`src/rtl/usb_sdi_tx.sv`:
```
// usb_sdi_tx: Avalon-MM slave that shifts bytes out to the USB controller
// over usb_sck/usb_sdi (SPI mode 0, MSB first) with a software-driven usb_scs.
module usb_sdi_tx #(
  parameter int unsigned DIV_DEFAULT = 32'd4,
  parameter logic        SCS_DEFAULT = 1'b1
) (
  input  logic        clk,
  input  logic        reset,
  input  logic [1:0]  address,
  input  logic        chipselect,
  input  logic        write_n,
  input  logic [31:0] writedata,
  output logic [31:0] readdata,
  output logic        usb_sck,
  output logic        usb_sdi,
  output logic        usb_scs
);

  localparam logic [7:0] LP_DIV_RST = 8'(DIV_DEFAULT);

  typedef enum logic [1:0] {
    ST_IDLE = 2'd0,
    ST_LOW  = 2'd1,
    ST_HIGH = 2'd2
  } state_t;

  // shifter / FSM state
  state_t      r_state,   w_state_nxt;
  logic [7:0]  r_shreg,   w_shreg_nxt;
  logic [2:0]  r_bit_cnt, w_bit_cnt_nxt;
  logic [7:0]  r_cnt,     w_cnt_nxt;
  logic [7:0]  r_div_act, w_div_act_nxt;
  logic        r_busy,    w_busy_nxt;
  logic        r_sck,     w_sck_nxt;
  logic        r_sdi,     w_sdi_nxt;

  // software-visible registers
  logic        r_overrun;
  logic [7:0]  r_div;
  logic        r_scs;
  logic [7:0]  r_txbyte;
  logic [31:0] r_readdata;

  logic        w_wr;
  logic        w_wr_tx;
  logic        w_wr_st;
  logic        w_wr_div;
  logic        w_wr_ctl;
  logic        w_start;
  logic        w_half_done;
  logic        w_unused_bits;

  assign w_wr        = chipselect & ~write_n;
  assign w_wr_tx     = w_wr & (address == 2'd0);
  assign w_wr_st     = w_wr & (address == 2'd1);
  assign w_wr_div    = w_wr & (address == 2'd2);
  assign w_wr_ctl    = w_wr & (address == 2'd3);
  // a TXDATA write only launches a byte when the shifter is free
  assign w_start     = w_wr_tx & ~r_busy;
  // the divider is latched at start, so mid-transfer DIVIDER writes wait
  assign w_half_done = (r_cnt == (r_div_act - 8'd1));
  assign w_unused_bits = ^writedata[31:8];

  // FSM state and shifter registers
  always_ff @(posedge clk or posedge reset) begin
    if (reset) begin
      r_state   <= ST_IDLE;
      r_shreg   <= 8'd0;
      r_bit_cnt <= 3'd0;
      r_cnt     <= 8'd0;
      r_div_act <= 8'd1;
      r_busy    <= 1'b0;
      r_sck     <= 1'b0;
      r_sdi     <= 1'b1;
    end else begin
      r_state   <= w_state_nxt;
      r_shreg   <= w_shreg_nxt;
      r_bit_cnt <= w_bit_cnt_nxt;
      r_cnt     <= w_cnt_nxt;
      r_div_act <= w_div_act_nxt;
      r_busy    <= w_busy_nxt;
      r_sck     <= w_sck_nxt;
      r_sdi     <= w_sdi_nxt;
    end
  end

  // next-state and registered-output logic for the bit shifter
  always_comb begin
    w_state_nxt   = r_state;
    w_shreg_nxt   = r_shreg;
    w_bit_cnt_nxt = r_bit_cnt;
    w_cnt_nxt     = r_cnt;
    w_div_act_nxt = r_div_act;
    w_busy_nxt    = r_busy;
    w_sck_nxt     = r_sck;
    w_sdi_nxt     = r_sdi;
    case (r_state)
      ST_IDLE: begin
        if (w_start) begin
          w_shreg_nxt   = writedata[7:0];
          w_bit_cnt_nxt = 3'd7;
          w_cnt_nxt     = 8'd0;
          w_div_act_nxt = (r_div == 8'd0) ? 8'd1 : r_div;
          w_busy_nxt    = 1'b1;
          w_sck_nxt     = 1'b0;
          w_sdi_nxt     = writedata[7];
          w_state_nxt   = ST_LOW;
        end else begin
          w_sck_nxt = 1'b0;
          w_sdi_nxt = 1'b1;
        end
      end
      ST_LOW: begin
        if (w_half_done) begin
          w_cnt_nxt   = 8'd0;
          w_sck_nxt   = 1'b1;
          w_state_nxt = ST_HIGH;
        end else begin
          w_cnt_nxt = r_cnt + 8'd1;
        end
      end
      ST_HIGH: begin
        if (w_half_done) begin
          w_cnt_nxt = 8'd0;
          w_sck_nxt = 1'b0;
          if (r_bit_cnt == 3'd0) begin
            w_busy_nxt  = 1'b0;
            w_sdi_nxt   = 1'b1;
            w_state_nxt = ST_IDLE;
          end else begin
            w_shreg_nxt   = {r_shreg[6:0], 1'b0};
            w_sdi_nxt     = r_shreg[6];
            w_bit_cnt_nxt = r_bit_cnt - 3'd1;
            w_state_nxt   = ST_LOW;
          end
        end else begin
          w_cnt_nxt = r_cnt + 8'd1;
        end
      end
      default: begin
        w_state_nxt = ST_IDLE;
        w_busy_nxt  = 1'b0;
        w_sck_nxt   = 1'b0;
        w_sdi_nxt   = 1'b1;
      end
    endcase
  end

  // software register writes: stored byte, overrun flag, divider, chip-select
  always_ff @(posedge clk or posedge reset) begin
    if (reset) begin
      r_overrun <= 1'b0;
      r_div     <= LP_DIV_RST;
      r_scs     <= SCS_DEFAULT;
      r_txbyte  <= 8'd0;
    end else begin
      if (w_start) begin
        r_txbyte <= writedata[7:0];
      end
      if (w_wr_tx & r_busy) begin
        r_overrun <= 1'b1;
      end else if (w_wr_st & writedata[1]) begin
        r_overrun <= 1'b0;
      end
      if (w_wr_div) begin
        r_div <= writedata[7:0];
      end
      if (w_wr_ctl) begin
        r_scs <= writedata[0];
      end
    end
  end

  // registered read mux, refreshed every cycle from the addressed register
  always_ff @(posedge clk or posedge reset) begin
    if (reset) begin
      r_readdata <= 32'd0;
    end else begin
      case (address)
        2'd0:    r_readdata <= {24'd0, r_txbyte};
        2'd1:    r_readdata <= {30'd0, r_overrun, r_busy};
        2'd2:    r_readdata <= {24'd0, r_div};
        2'd3:    r_readdata <= {31'd0, r_scs};
        default: r_readdata <= 32'd0;
      endcase
    end
  end

  assign readdata = r_readdata;
  assign usb_sck  = r_sck;
  assign usb_sdi  = r_sdi;
  assign usb_scs  = r_scs;

endmodule

```
`config.mk`:
```
export PLATFORM = sky130hd
export DESIGN_NAME = usb_sdi_tx
export DESIGN_NICKNAME = d
export VERILOG_FILES = /design/src/rtl/usb_sdi_tx.sv
export SDC_FILE = /design/constraint.sdc
export NUM_CORES = 1
export LEC_CHECK = 0
export BUFFER_PORTS_ARGS = -buffer_cell sky130_fd_sc_hd__buf_4
export CAP_MARGIN = 20
export CORE_MARGIN = 4
export CORE_UTILIZATION = 54
export DETAILED_ROUTE_END_ITERATION = 6
export HOLD_SLACK_MARGIN = 0.06
export PLACE_DENSITY_LB_ADDON = 0.1
export SETUP_SLACK_MARGIN = 0.5
export SLEW_MARGIN = 20
export SYNTH_ARGS = -nofsm -noshare
export SYNTH_HDL_FRONTEND = slang
export SYNTH_SLANG_ARGS = --single-unit
```
`constraint.sdc`:
```
create_clock -name clk -period 2.9 [get_ports clk]
set_input_delay 0.145 -clock clk [delete_from_list [all_inputs] [get_ports clk]]
set_output_delay 0.145 -clock clk [all_outputs]
set_load 0.05 [all_outputs]
```
==> impl_results.md, run 1 <==
* Share of layout cells above drive strength 1 at between 30% and 40%
* Simple-gate share of the synthesized area at ~16%
* Worst Clk Skew at 0.00634 ns
* Post-synthesis share of cell area spent on xor and xnor gates at under 10%
* Number of antenna violations at the first check in global routing at 0
* Sequential cell area in the final layout at 1430 um2
* Footprint of the multi-input gates at roughly 1600 um2
* Worst Setup Path Type: reg2reg
* Final critical delay including setup and external delays at 2.36 ns
* Synth Instances at 298
* Num ports at 73
* Total leakage power at 1.78 nW
* Flops & latches, synth at 57
* TritonCTS clock tree: yes
* Fraction of synthesized area in multiplexers at a little over an eighth
* Combinational family with the most area after synthesis: simple AND/OR/NAND/NOR gates
* Post-synthesis cell type with the largest combined area: dfrtp_1
* Final slew viol count at 0
* Detailed-route vias per instance at between 5 and 6
* Cell chosen for the clock root: clkbuf_8
* Most common cell in the netlist: dfrtp_1
* Initial Utilization at a little under three fifths
* Power density of the placed cells at 940 nW/um2
* Height of the die at roughly 84 um
* IR Drop Worst-Case VDD at ~0.6 mV
* Drt pass-1 iters at 4
* Nets@finish at around 400
* Final worst-path cycle share at 81.3%
* NetSw at 0.00136 W
* Wire length per cell at about 16 um
* Complex-gate fraction of the synthesized area at around a tenth
* Least setup slack across all paths after layout at 0.543 ns
* Register clock-pin slew on the reported worst setup and hold paths at roughly 0.06 ns
* Synth-to-layout area growth at 21.0%
* CORE AREA at between 5000 and 6000 um2
* Setup slack at placement at about 0.24 ns
* Top_reg_cell synth: dfrtp_1
* Cell with the largest stage delay on the worst path: or4_4
* GRT Util Overall at around a fifth
* Worst Setup Start Kind: flop
* Maximum fanout count along the critical path at 7
* Final Non-Filler Cells at around 430
* Total of buffers placed on input and output ports at 24
* Fraction of synthesized cell area taken by the top area cell type at between 40% and 50%
* Final setup violating endpoints at 0
* Number of endpoints with negative hold slack in the final report at 0
* Fraction of the yosys area taken by sequential cells at between 40% and 50%
* Wire length of the first global-routing pass at ~11 mm
* Most common library cells after synthesis: dfrtp_1, nand2_1, mux2_2
* Synth Cell Area at 3140 um2
* Aggregate negative setup slack at 0 ns
* Slew of the pin with the lowest slew margin at around 0.81 ns
* Portion of total power attributed to the clock network at a little over a fifth
* Share of flip-flops with an asynchronous set or reset at 100%
* H-tree Lvls at 3
* Post-route cell area at about 3800 um2
* Yosys warning count at 0
* Result of the run: finished clean
* Vias in the first global route at 2232
* Synthesized area per cell at about 11 um2
* Width of the chip at between 80 and 90 um
* Share of synthesized cell area in full adder, half adder and majority cells at under 10%
* Max capacitance violation total at 0
* Flop pwr share at between 30% and 40%
* Arrival time worst endpoint at about 2.6 ns
* Die area at about 7100 um2
* Peak per-stage delay on the critical path at a little under 0.6 ns
* Switching power share of the total at 38.1%
* WL final at just under 7 mm
* Combinational share of power at 43.4%
* Worst-case clock buffer depth at 2
* Count of nets left with antenna violations after detail routing at 0
* Overflow left after global routing at 0
* Cell Count Post-Placement at around 390
* Ant diodes at 0
* Synth area leaders: dfrtp_1, mux2_2, buf_4, nand2_1, dfstp_2
* Number of buffers added by the clock tree synthesis step at 9
* Rows at 27
* CP cell instances: or4_4 > nor2_4 > nand4b_1 > and3_4 > or2_4 > a21oi_4 > mux2_4
* Number of DRC markers in iteration 0 at 90
* Hold/Removal Path Class: in2reg
* Number of sinks handled by clock tree synthesis at 57
* Achievable clock frequency at 424 MHz
* Total placed instance area at 3350 um2
* Maximum number of pins on one net before global-route repair at 38
* Unrepaired setup endpoints after global routing: true
* Number of flops mapped to enable cells by yosys at 0
* Critical Path Sink Type: flop
* Half-perimeter wire length of the detailed placement result at 4.54 mm
* Final routed DRC violation total at 0
* Filler cells at approximately 450
* Clock network latency to the later pin of the worst-skew pair at around 0.32 ns
* Number of different library cells in the post-synthesis netlist at 57
* Total internal power at 0.00221 W
* Worst endpoint required time at 3.11 ns
* Vias at about 2300
* Max-Slew Margin vs Limit at a little under half
* Worst hold margin at between 0.09 and 0.1 ns
* Global placer's final weighted congestion at ~0.73
sequential cells by signal, indices dropped and copies added (netlist names):
register,cells
usb_scs,1
usb_sdi,1
r_shreg,7
r_overrun,1
r_cnt,8
r_txbyte,8
r_div_act,8
r_div,8
r_busy,1
usb_sck,1
readdata,8
r_bit_cnt,3
r_state,2
cells in the final DEF, fill, tap and decap left out, types with 4 or more instances in the layout:
cell type,instances
dfstp_2,4
nor3_1,5
conb_1,24
mux2_2,22
a21oi_1,8
buf_4,42
mux2_4,8
dfrtp_1,53
inv_1,9
mux2i_1,7
xnor2_1,6
nor2_1,22
xor2_1,6
dlygate4sd3_1,8
o21ai_0,9
clkbuf_8,11
ha_1,7
nand2_1,34
per-stage QoR:
step           power, W  utilization, %
3_3_place_gp    0.00254            60.1
3_5_place_dp    0.00257            60.1
5_1_grt         0.00381            68.1
6_report        0.00357            68.1
4_1_cts         0.00348            66.8
2_1_floorplan   0.00228               -
timing repair:
item	4_1_cts	5_1_grt
setup endpoints to repair	18	22
hold endpoints to repair	39	0
hold buffers	8	0
pin swaps	7	11
setup buffers	6	3
gates resized for setup	13	10
area by class of cell:
type	count	share of cell area (%)
timing repair buffer	51	10.5
inverter	11	1.09
clock buffer	13	4.19
clock inverter	3	1.05
sequential	57	37.7
tap	72	2.37
multi-input combinational	219	43.0
power groups by stage:
stage | Clock (W) | Sequential, W | Combinational (W)
floorplan | 0 | 0.00135 | 0.000931
global placement | 0 | 0.00127 | 0.00126
detailed placement | 0 | 0.00128 | 0.00129
CTS | 0.000761 | 0.00127 | 0.00145
global route | 0.000807 | 0.00132 | 0.00169
finish | 0.000743 | 0.00128 | 0.00155
cells by family after synthesis:
group / after synthesis
AOI/OAI and AO/OA: 40
xor gates and xnor gates: 12
adders and majority gates: 8
buffers and inverters: 45
DFF: 57
muxes: 38
other: 1
and+or+nand+nor: 97
per-layer routing:
metal | wire (um) | global-route usage, %
met5 | 0 | 0
met1 | 3090 | 28.2
met2 | 3220 | 31.2
met4 | 81 | 8.04
met3 | 340 | 3.83
worst paths after layout:
check | start | endpoint | slack (ns) | depth (start not counted)
max reg2reg | r_div_act[2]$_DFFE_PP0P_ | r_state[0]$_DFFE_PP0P_ | 0.54 | 7
min in group asynchronous | reset | r_txbyte[4]$_DFFE_PP0P_ | 0.54 | 3
min | writedata[0] | r_txbyte[0]$_DFFE_PP0P_ | 0.1 | 3
max | r_div_act[2]$_DFFE_PP0P_ | r_state[0]$_DFFE_PP0P_ | 0.54 | 7
min reg2reg | r_txbyte[6]$_DFFE_PP0P_ | r_txbyte[6]$_DFFE_PP0P_ | 0.47 | 2
max in group asynchronous | reset | r_div_act[0]$_DFFE_PP1P_ | 1.61 | 4
worst max-delay path: cells and delay by family (launching register included):
family | cells | cell delay (ns)
AND/OR/NAND/NOR | 5 | 1.28
flip-flops | 1 | 0.47
multiplexers | 1 | 0.30
AO/OA/AOI/OAI | 1 | 0.17
Power figures use the tool's default switching activity.
==> run 2, diff against run 1 <==
==> constraint.sdc (replaced) <==
create_clock -name clk -period 2.4 [get_ports clk]
set_input_delay 0.12 -clock clk [delete_from_list [all_inputs] [get_ports clk]]
set_output_delay 0.12 -clock clk [all_outputs]
set_load 0.05 [all_outputs]
==> impl_results.md, run 2 (synthesized netlist as in run 1, its figures left out) <==
* Commonest cells after routing, fill and taps aside: dfrtp_1, buf_4, nand2_1 (unchanged)
* CORE AREA at 5570 um2 (unchanged)
* Wire length per cell at 15.8 um (about the same)
* Worst Hold Depth at 2 (was 3)
* End-of-flow core utilization at 68.9% (was 68.1%)
* Ant diodes at 0 (unchanged)
* Total of buffers placed on input and output ports at 24 (unchanged)
* Share of layout cells above drive strength 1 at 34.5% (was 32.2%)
* Final critical delay including setup and external delays at 2.40 ns (was 2.36 ns)
* Unrepaired setup endpoints after global routing: true (unchanged)
* Most common library cell in the layout ignoring fill and taps: dfrtp_1 (unchanged)
* Worst Clk Skew at 0.0116 ns (was 0.00634 ns)
* Final slew viol count at 0 (unchanged)
* WL final at 6.74 mm (about the same)
* CP cell instances: inv_2 > ha_4 > xor2_1 > nand2_1 > nor4b_2 > o211ai_1 > nor2_2 > o21a_4 > mux2_4 (was or4_4 > nor2_4 > nand4b_1 > and3_4 > or2_4 > a21oi_4 > mux2_4)
* Hold/Removal Path Class: in2reg (unchanged)
* Worst Setup Path Type: reg2reg (unchanged)
* Final worst-path cycle share at 99.8% (was 81.3%)
* Synth-to-layout area growth at 22.3% (was 21.0%)
* Final setup violating endpoints at 0 (unchanged)
* Worst endpoint required time at 2.62 ns (was 3.11 ns)
* Count of nets left with antenna violations after detail routing at 0 (unchanged)
* Startpoint of the most critical register-to-register path: r_div_act[0]$_DFFE_PP1P_ (was r_div_act[2]$_DFFE_PP0P_)
* Global placer's final weighted congestion at 0.768 (was 0.733)
* Worst-case clock buffer depth at 2 (unchanged)
* Number of antenna violations at the first check in global routing at 0 (unchanged)
* Least setup slack across all paths after layout at 0.00420 ns (was 0.543 ns)
* Count of cells along the worst register-to-register path at 9 (was 7)
* Cell with the largest stage delay on the worst path: dfstp_2 (was or4_4)
* Source of the worst hold timing path: address[0] (was writedata[0])
* Detailed-route vias per instance at 5.34 (was 5.35)
* Number of buffers added by the clock tree synthesis step at 9 (unchanged)
* Half-perimeter wire length of the detailed placement result at 4.71 mm (was 4.54 mm)
* Peak per-stage delay on the critical path at 0.55 ns (was 0.58 ns)
* Register clock-pin slew on the reported worst setup and hold paths at 0.07 ns (was 0.06 ns)
* Number of DRC markers in iteration 0 at 161 (was 90)
* Initial Utilization at 56.3% (unchanged)
* IR Drop Worst-Case VDD at 0.667 mV (was 0.599 mV)
* Achievable clock frequency at 417 MHz (was 424 MHz)
* TritonCTS clock tree: yes (unchanged)
* Maximum number of pins on one net before global-route repair at 23 (was 38)
* Drt pass-1 iters at 4 (unchanged)
* Nets@finish at 395 (unchanged)
* Number of endpoints with negative hold slack in the final report at 0 (unchanged)
* Cell chosen for the clock root: clkbuf_8 (unchanged)
* Vias at 2274 (was 2281)
* GRT Util Overall at 20.5% (was 20.2%)
* Total leakage power at 1.76 nW (was 1.78 nW)
* Width of the chip at 84.2 um (unchanged)
* Hold-critical path endpoint: readdata[3]$_DFF_PP0_ (was r_txbyte[0]$_DFFE_PP0P_)
* Height of the die at 84.2 um (unchanged)
* Critical Path Sink Type: flop (unchanged)
* Final routed DRC violation total at 0 (unchanged)
* Wire length of the first global-routing pass at 11.5 mm (was 11.2 mm)
* Maximum fanout count along the critical path at 6 (was 7)
* Rows at 27 (unchanged)
* Worst R2R End: r_shreg[5]$_DFFE_PP0P_ (was r_state[0]$_DFFE_PP0P_)
* Worst hold margin at 0.0848 ns (was 0.0964 ns)
* Clock network latency to the later pin of the worst-skew pair at 0.34 ns (was 0.32 ns)
* Die area at 7090 um2 (unchanged)
* Vias in the first global route at 2287 (was 2232)
* Result of the run: finished clean (unchanged)
* H-tree Lvls at 3 (unchanged)
* R2r setup slk at 0.004 ns (was 0.54 ns)
* Arrival time worst endpoint at 2.62 ns (was 2.57 ns)
* Overflow left after global routing at 0 (unchanged)
* Power density of the placed cells at 1140 nW/um2 (was 940 nW/um2)
* Setup slack at placement at -0.0994 ns (was 0.241 ns)
* Num ports at 73 (unchanged)
* Worst Setup Start Kind: flop (unchanged)
* Max capacitance violation total at 0 (unchanged)
* Number of sinks handled by clock tree synthesis at 57 (unchanged)
-- run 2: changes by cell type in the layout (fill, tap and decap cells not counted), moves of 2 or more --
cell | before | now
a21oi_1 | 8 | 6
buf_6 | 0 | 5
clkinvlp_4 | 0 | 3
buf_4 | 42 | 37
nor2_1 | 22 | 20
nor2_2 | 1 | 3
-- run 2: layout make-up --
cell class                 count  area, um2
clock buffer                  12        155
timing repair buffer          51        424
fill                         452       1740
tap                           72       90.1
multi-input combinational    219       1670
inverter                      11       43.8
sequential                    57       1430
clock inverter                 4       27.5
-- run 2: through the flow --
stage               total power, W  TNS (ns)  area (um2)  instances
finish                     0.00436         0        3840        426
global route               0.00465    -0.447        3840        426
CTS                        0.00426         0        3790        425
detailed placement         0.00333    -0.624        3460        398
global placement           0.00329   -0.0233        3460        398
floorplan                  0.00291         0        3310        321
-- run 2: repair_timing --
item / in CTS / in global routing
pin swaps: 15 / 12
endpoints found under the hold margin: 37 / 0
buffers inserted: 2 / 1
endpoints found under the setup margin: 23 / 24
resized for setup: 13 / 9
hold buffers: 9 / 0
-- run 2: worst max-delay path, delay by kind of cell, from the launching register on --
family                   cells  cell delay, ns
AO/OA/AOI/OAI                2            0.42
multiplexers                 1            0.31
buffers and inverters        1            0.05
XOR/XNOR                     1            0.15
AND/OR/NAND/NOR              3            0.53
flip-flops                   1            0.55
adder cells (fa/ha/maj)      1            0.25
-- run 2: how the worst max path moves through the flow --
| stage | startpoint | to | slack, ns |
|---|---|---|---|
| final | r_div_act[0]$_DFFE_PP1P_ | r_shreg[5]$_DFFE_PP0P_ | 0.004 |
| after global placement | r_div_act[1]$_DFFE_PP0P_ | r_state[0]$_DFFE_PP0P_ | -0.02 |
| after floorplan | r_div_act[0]$_DFFE_PP1P_ | r_shreg[1]$_DFFE_PP0P_ | 0.03 |
| after CTS | r_div_act[0]$_DFFE_PP1P_ | r_shreg[5]$_DFFE_PP0P_ | 0.03 |
| after detailed placement | r_div_act[0]$_DFFE_PP1P_ | r_state[0]$_DFFE_PP0P_ | -0.1 |
| after global routing | r_div_act[0]$_DFFE_PP1P_ | r_shreg[5]$_DFFE_PP0P_ | -0.07 |
-- run 2: power breakdown --
group          internal [W]  switching, W
Clock              0.000429      0.000391
Sequential          0.00127      0.000264
Combinational      0.000943       0.00106
Total               0.00265       0.00172
-- run 2: metal layers --
layer | global-route usage, % | share of wire, % | up-vias
met2 | 31.9 | 48 | 59
met3 | 5.30 | 4.7 | 10
met5 | 0 | 0 | -
met1 | 28.0 | 46 | 1116
li1 | - | - | 1089
met4 | 6.73 | 1.4 | 0
==> run 3, diff against run 2 <==
--- a/config.mk
+++ b/config.mk
@@ -5,11 +5,11 @@
 export SDC_FILE = /design/constraint.sdc
 export NUM_CORES = 1
 export LEC_CHECK = 0
-export BUFFER_PORTS_ARGS = -buffer_cell sky130_fd_sc_hd__buf_4
 export CAP_MARGIN = 20
 export CORE_MARGIN = 4
-export CORE_UTILIZATION = 54
+export CORE_UTILIZATION = 60
 export DETAILED_ROUTE_END_ITERATION = 6
+export DONT_BUFFER_PORTS = 1
 export HOLD_SLACK_MARGIN = 0.06
 export PLACE_DENSITY_LB_ADDON = 0.1
 export SETUP_SLACK_MARGIN = 0.5
==> impl_results.md, run 3 (synthesized netlist as in run 1, its figures left out) <==
* Count of nets left with antenna violations after detail routing at 0 (unchanged)
* Maximum number of pins on one net before global-route repair at 30 (was 23)
* Worst endpoint required time at 2.61 ns (was 2.62 ns)
* TritonCTS clock tree: yes (unchanged)
* Hold/Removal Path Class: in2reg (unchanged)
* Height of the die at 80.3 um (was 84.2 um)
* Initial Utilization at 61.8% (was 56.3%)
* Wire length per cell at 16.8 um (was 15.8 um)
* Detailed-route vias per instance at 5.60 (was 5.34)
* Maximum fanout count along the critical path at 3 (was 6)
* Slew of the pin with the lowest slew margin at 0.650 ns
* Vias in the first global route at 2344 (was 2287)
* Most frequent cell on the critical path: buf_6
* Number of antenna violations at the first check in global routing at 0 (unchanged)
* Critical Path Sink Type: flop (unchanged)
* Synth-to-layout area growth at 22.6% (was 22.3%)
* Unrepaired setup endpoints after global routing: true (unchanged)
* Die area at 6450 um2 (was 7090 um2)
* Max capacitance violation total at 0 (unchanged)
* Rows at 26 (was 27)
* GRT Util Overall at 23.5% (was 20.5%)
* Drt pass-1 iters at 4 (unchanged)
* Setup slack at placement at -0.0858 ns (was -0.0994 ns)
* Final Non-Filler Cells at 415 (was 426)
* Commonest cells after routing, fill and taps aside: dfrtp_1, nand2_1, conb_1 (was dfrtp_1, buf_4, nand2_1)
* Clock network latency to the later pin of the worst-skew pair at 0.33 ns (was 0.34 ns)
* Cell Count Post-Placement at 376 (was 398)
* Number of buffers added by the clock tree synthesis step at 9 (unchanged)
* Share of layout cells above drive strength 1 at 31.0% (was 34.5%)
* Number of DRC markers in iteration 0 at 203 (was 161)
* Arrival time worst endpoint at 2.58 ns (was 2.62 ns)
* Result of the run: finished clean (unchanged)
* Final worst-path cycle share at 98.9% (was 99.8%)
* Total leakage power at 1.74 nW (was 1.76 nW)
* Ant diodes at 0 (unchanged)
* Worst Clk Skew at 0.00754 ns (was 0.0116 ns)
* Power density of the placed cells at 1200 nW/um2 (was 1140 nW/um2)
* Overflow left after global routing at 0 (unchanged)
* CORE AREA at 5070 um2 (was 5570 um2)
* Filler cells at 335 (was 452)
* Largest delay contributor family on the critical path: simple AND/OR/NAND/NOR gates (was flip-flops)
* Peak per-stage delay on the critical path at 0.55 ns (about the same)
* Total of buffers placed on input and output ports at 0 (was 24)
* Crit path buffers/inverters at 2 (was 1)
* Half-perimeter wire length of the detailed placement result at 4.51 mm (was 4.71 mm)
* Worst-case clock buffer depth at 2 (unchanged)
* Worst Setup Start Kind: flop (unchanged)
* Nets@finish at 386 (was 395)
* WL final at 6.99 mm (was 6.74 mm)
* Final setup violating endpoints at 0 (unchanged)
* Total placed instance area at 3320 um2 (was 3460 um2)
* Global placer's final weighted congestion at 0.784 (was 0.768)
* Achievable clock frequency at 421 MHz (was 417 MHz)
* Register clock-pin slew on the reported worst setup and hold paths at 0.07 ns (about the same)
* Cell chosen for the clock root: clkbuf_8 (unchanged)
* Number of endpoints with negative hold slack in the final report at 0 (unchanged)
* Cell with the largest stage delay on the worst path: or4_4 (was dfstp_2)
* Least setup slack across all paths after layout at 0.0262 ns (was 0.00420 ns)
* IR Drop Worst-Case VDD at 0.864 mV (was 0.667 mV)
* Final critical delay including setup and external delays at 2.37 ns (was 2.40 ns)
* Most common library cell in the layout ignoring fill and taps: dfrtp_1 (unchanged)
* Total power consumption of the routed design at 0.00461 W (was 0.00436 W)
* CP cell instances: buf_6 > or4_4 > nor2_4 > nand4b_1 > and3_4 > buf_6 > or4_1 > o21ai_1 > a22oi_1 (was inv_2 > ha_4 > xor2_1 > nand2_1 > nor4b_2 > o211ai_1 > nor2_2 > o21a_4 > mux2_4)
* Max-Slew Margin vs Limit at a little under three fifths
* Wire length of the first global-routing pass at 11.4 mm (was 11.5 mm)
* Worst Setup Path Type: reg2reg (unchanged)
* Vias at 2322 (was 2274)
* Post-route cell area at 3850 um2 (was 3840 um2)
* H-tree Lvls at 3 (unchanged)
* Num ports at 73 (unchanged)
* Number of sinks handled by clock tree synthesis at 57 (unchanged)
* Final slew viol count at 0 (unchanged)
* Final routed DRC violation total at 0 (unchanged)
* Width of the chip at 80.3 um (was 84.2 um)
[run 3: worst reg2reg max path: cells and delay by family, from the launching register on]
kind	cells	cell delay (ns)
flip-flops	1	0.38
buffers and inverters	2	0.23
AO/OA/AOI/OAI	2	0.20
AND/OR/NAND/NOR	5	1.45
[run 3: layout make-up]
cell class              count  area, um2  area share (%)
well taps                  70       87.6            2.28
flip-flops and latches     57       1430            37.2
repair buffers             42        388            10.1
multi-input cells         219       1690            43.8
inverters                  11       43.8            1.14
clock inverters             5       80.1            2.08
clock buffers              11        131            3.41
[run 3: metrics by stage]
stage / TNS, ns / util (%) / hold slack [ns]
detailed placement: -0.355 / 65.4 / 0.126
global route: -0.398 / 75.8 / 0.0609
finish: 0 / 75.8 / 0.0712
CTS: 0 / 74.0 / 0.0607
floorplan: 0 / - / 0.225
global placement: -0.272 / 65.4 / 0.114
[run 3: path summary, 6_finish.rpt]
path,to,cells after the start,from,slack (ns)
min in group asynchronous,readdata[4]$_DFF_PP0_,2,reset,0.33
min,r_shreg[6]$_DFFE_PP0P_,2,writedata[6],0.07
max in group asynchronous,r_div_act[0]$_DFFE_PP1P_,3,reset,1.42
min reg2reg,r_txbyte[4]$_DFFE_PP0P_,2,r_txbyte[4]$_DFFE_PP0P_,0.49
max,r_bit_cnt[0]$_DFFE_PP0P_,9,r_div_act[0]$_DFFE_PP1P_,0.03
max reg2reg,r_bit_cnt[0]$_DFFE_PP0P_,9,r_div_act[0]$_DFFE_PP1P_,0.03
[run 3: repair_timing]
action / 4_1_cts / 5_1_grt
setup buffers: 3 / 5
gates resized for setup: 16 / 9
setup endpoints to repair: 23 / 31
hold endpoints to repair: 55 / 1
pin swaps: 16 / 6
hold buffers: 14 / 1
[run 3: power by group]
group | total (W) | internal (W) | switching (W)
Combinational | 0.00193 | 0.000991 | 0.000939
Clock | 0.000968 | 0.000583 | 0.000385
Sequential | 0.00171 | 0.00128 | 0.000438
Total | 0.00461 | 0.00285 | 0.00176
[run 3: metal layers]
layer,track usage (%),share of wire (%)
met1,30.6,44
met2,35.8,49
met3,6.05,5.2
met4,12.7,2.1
met5,0,0
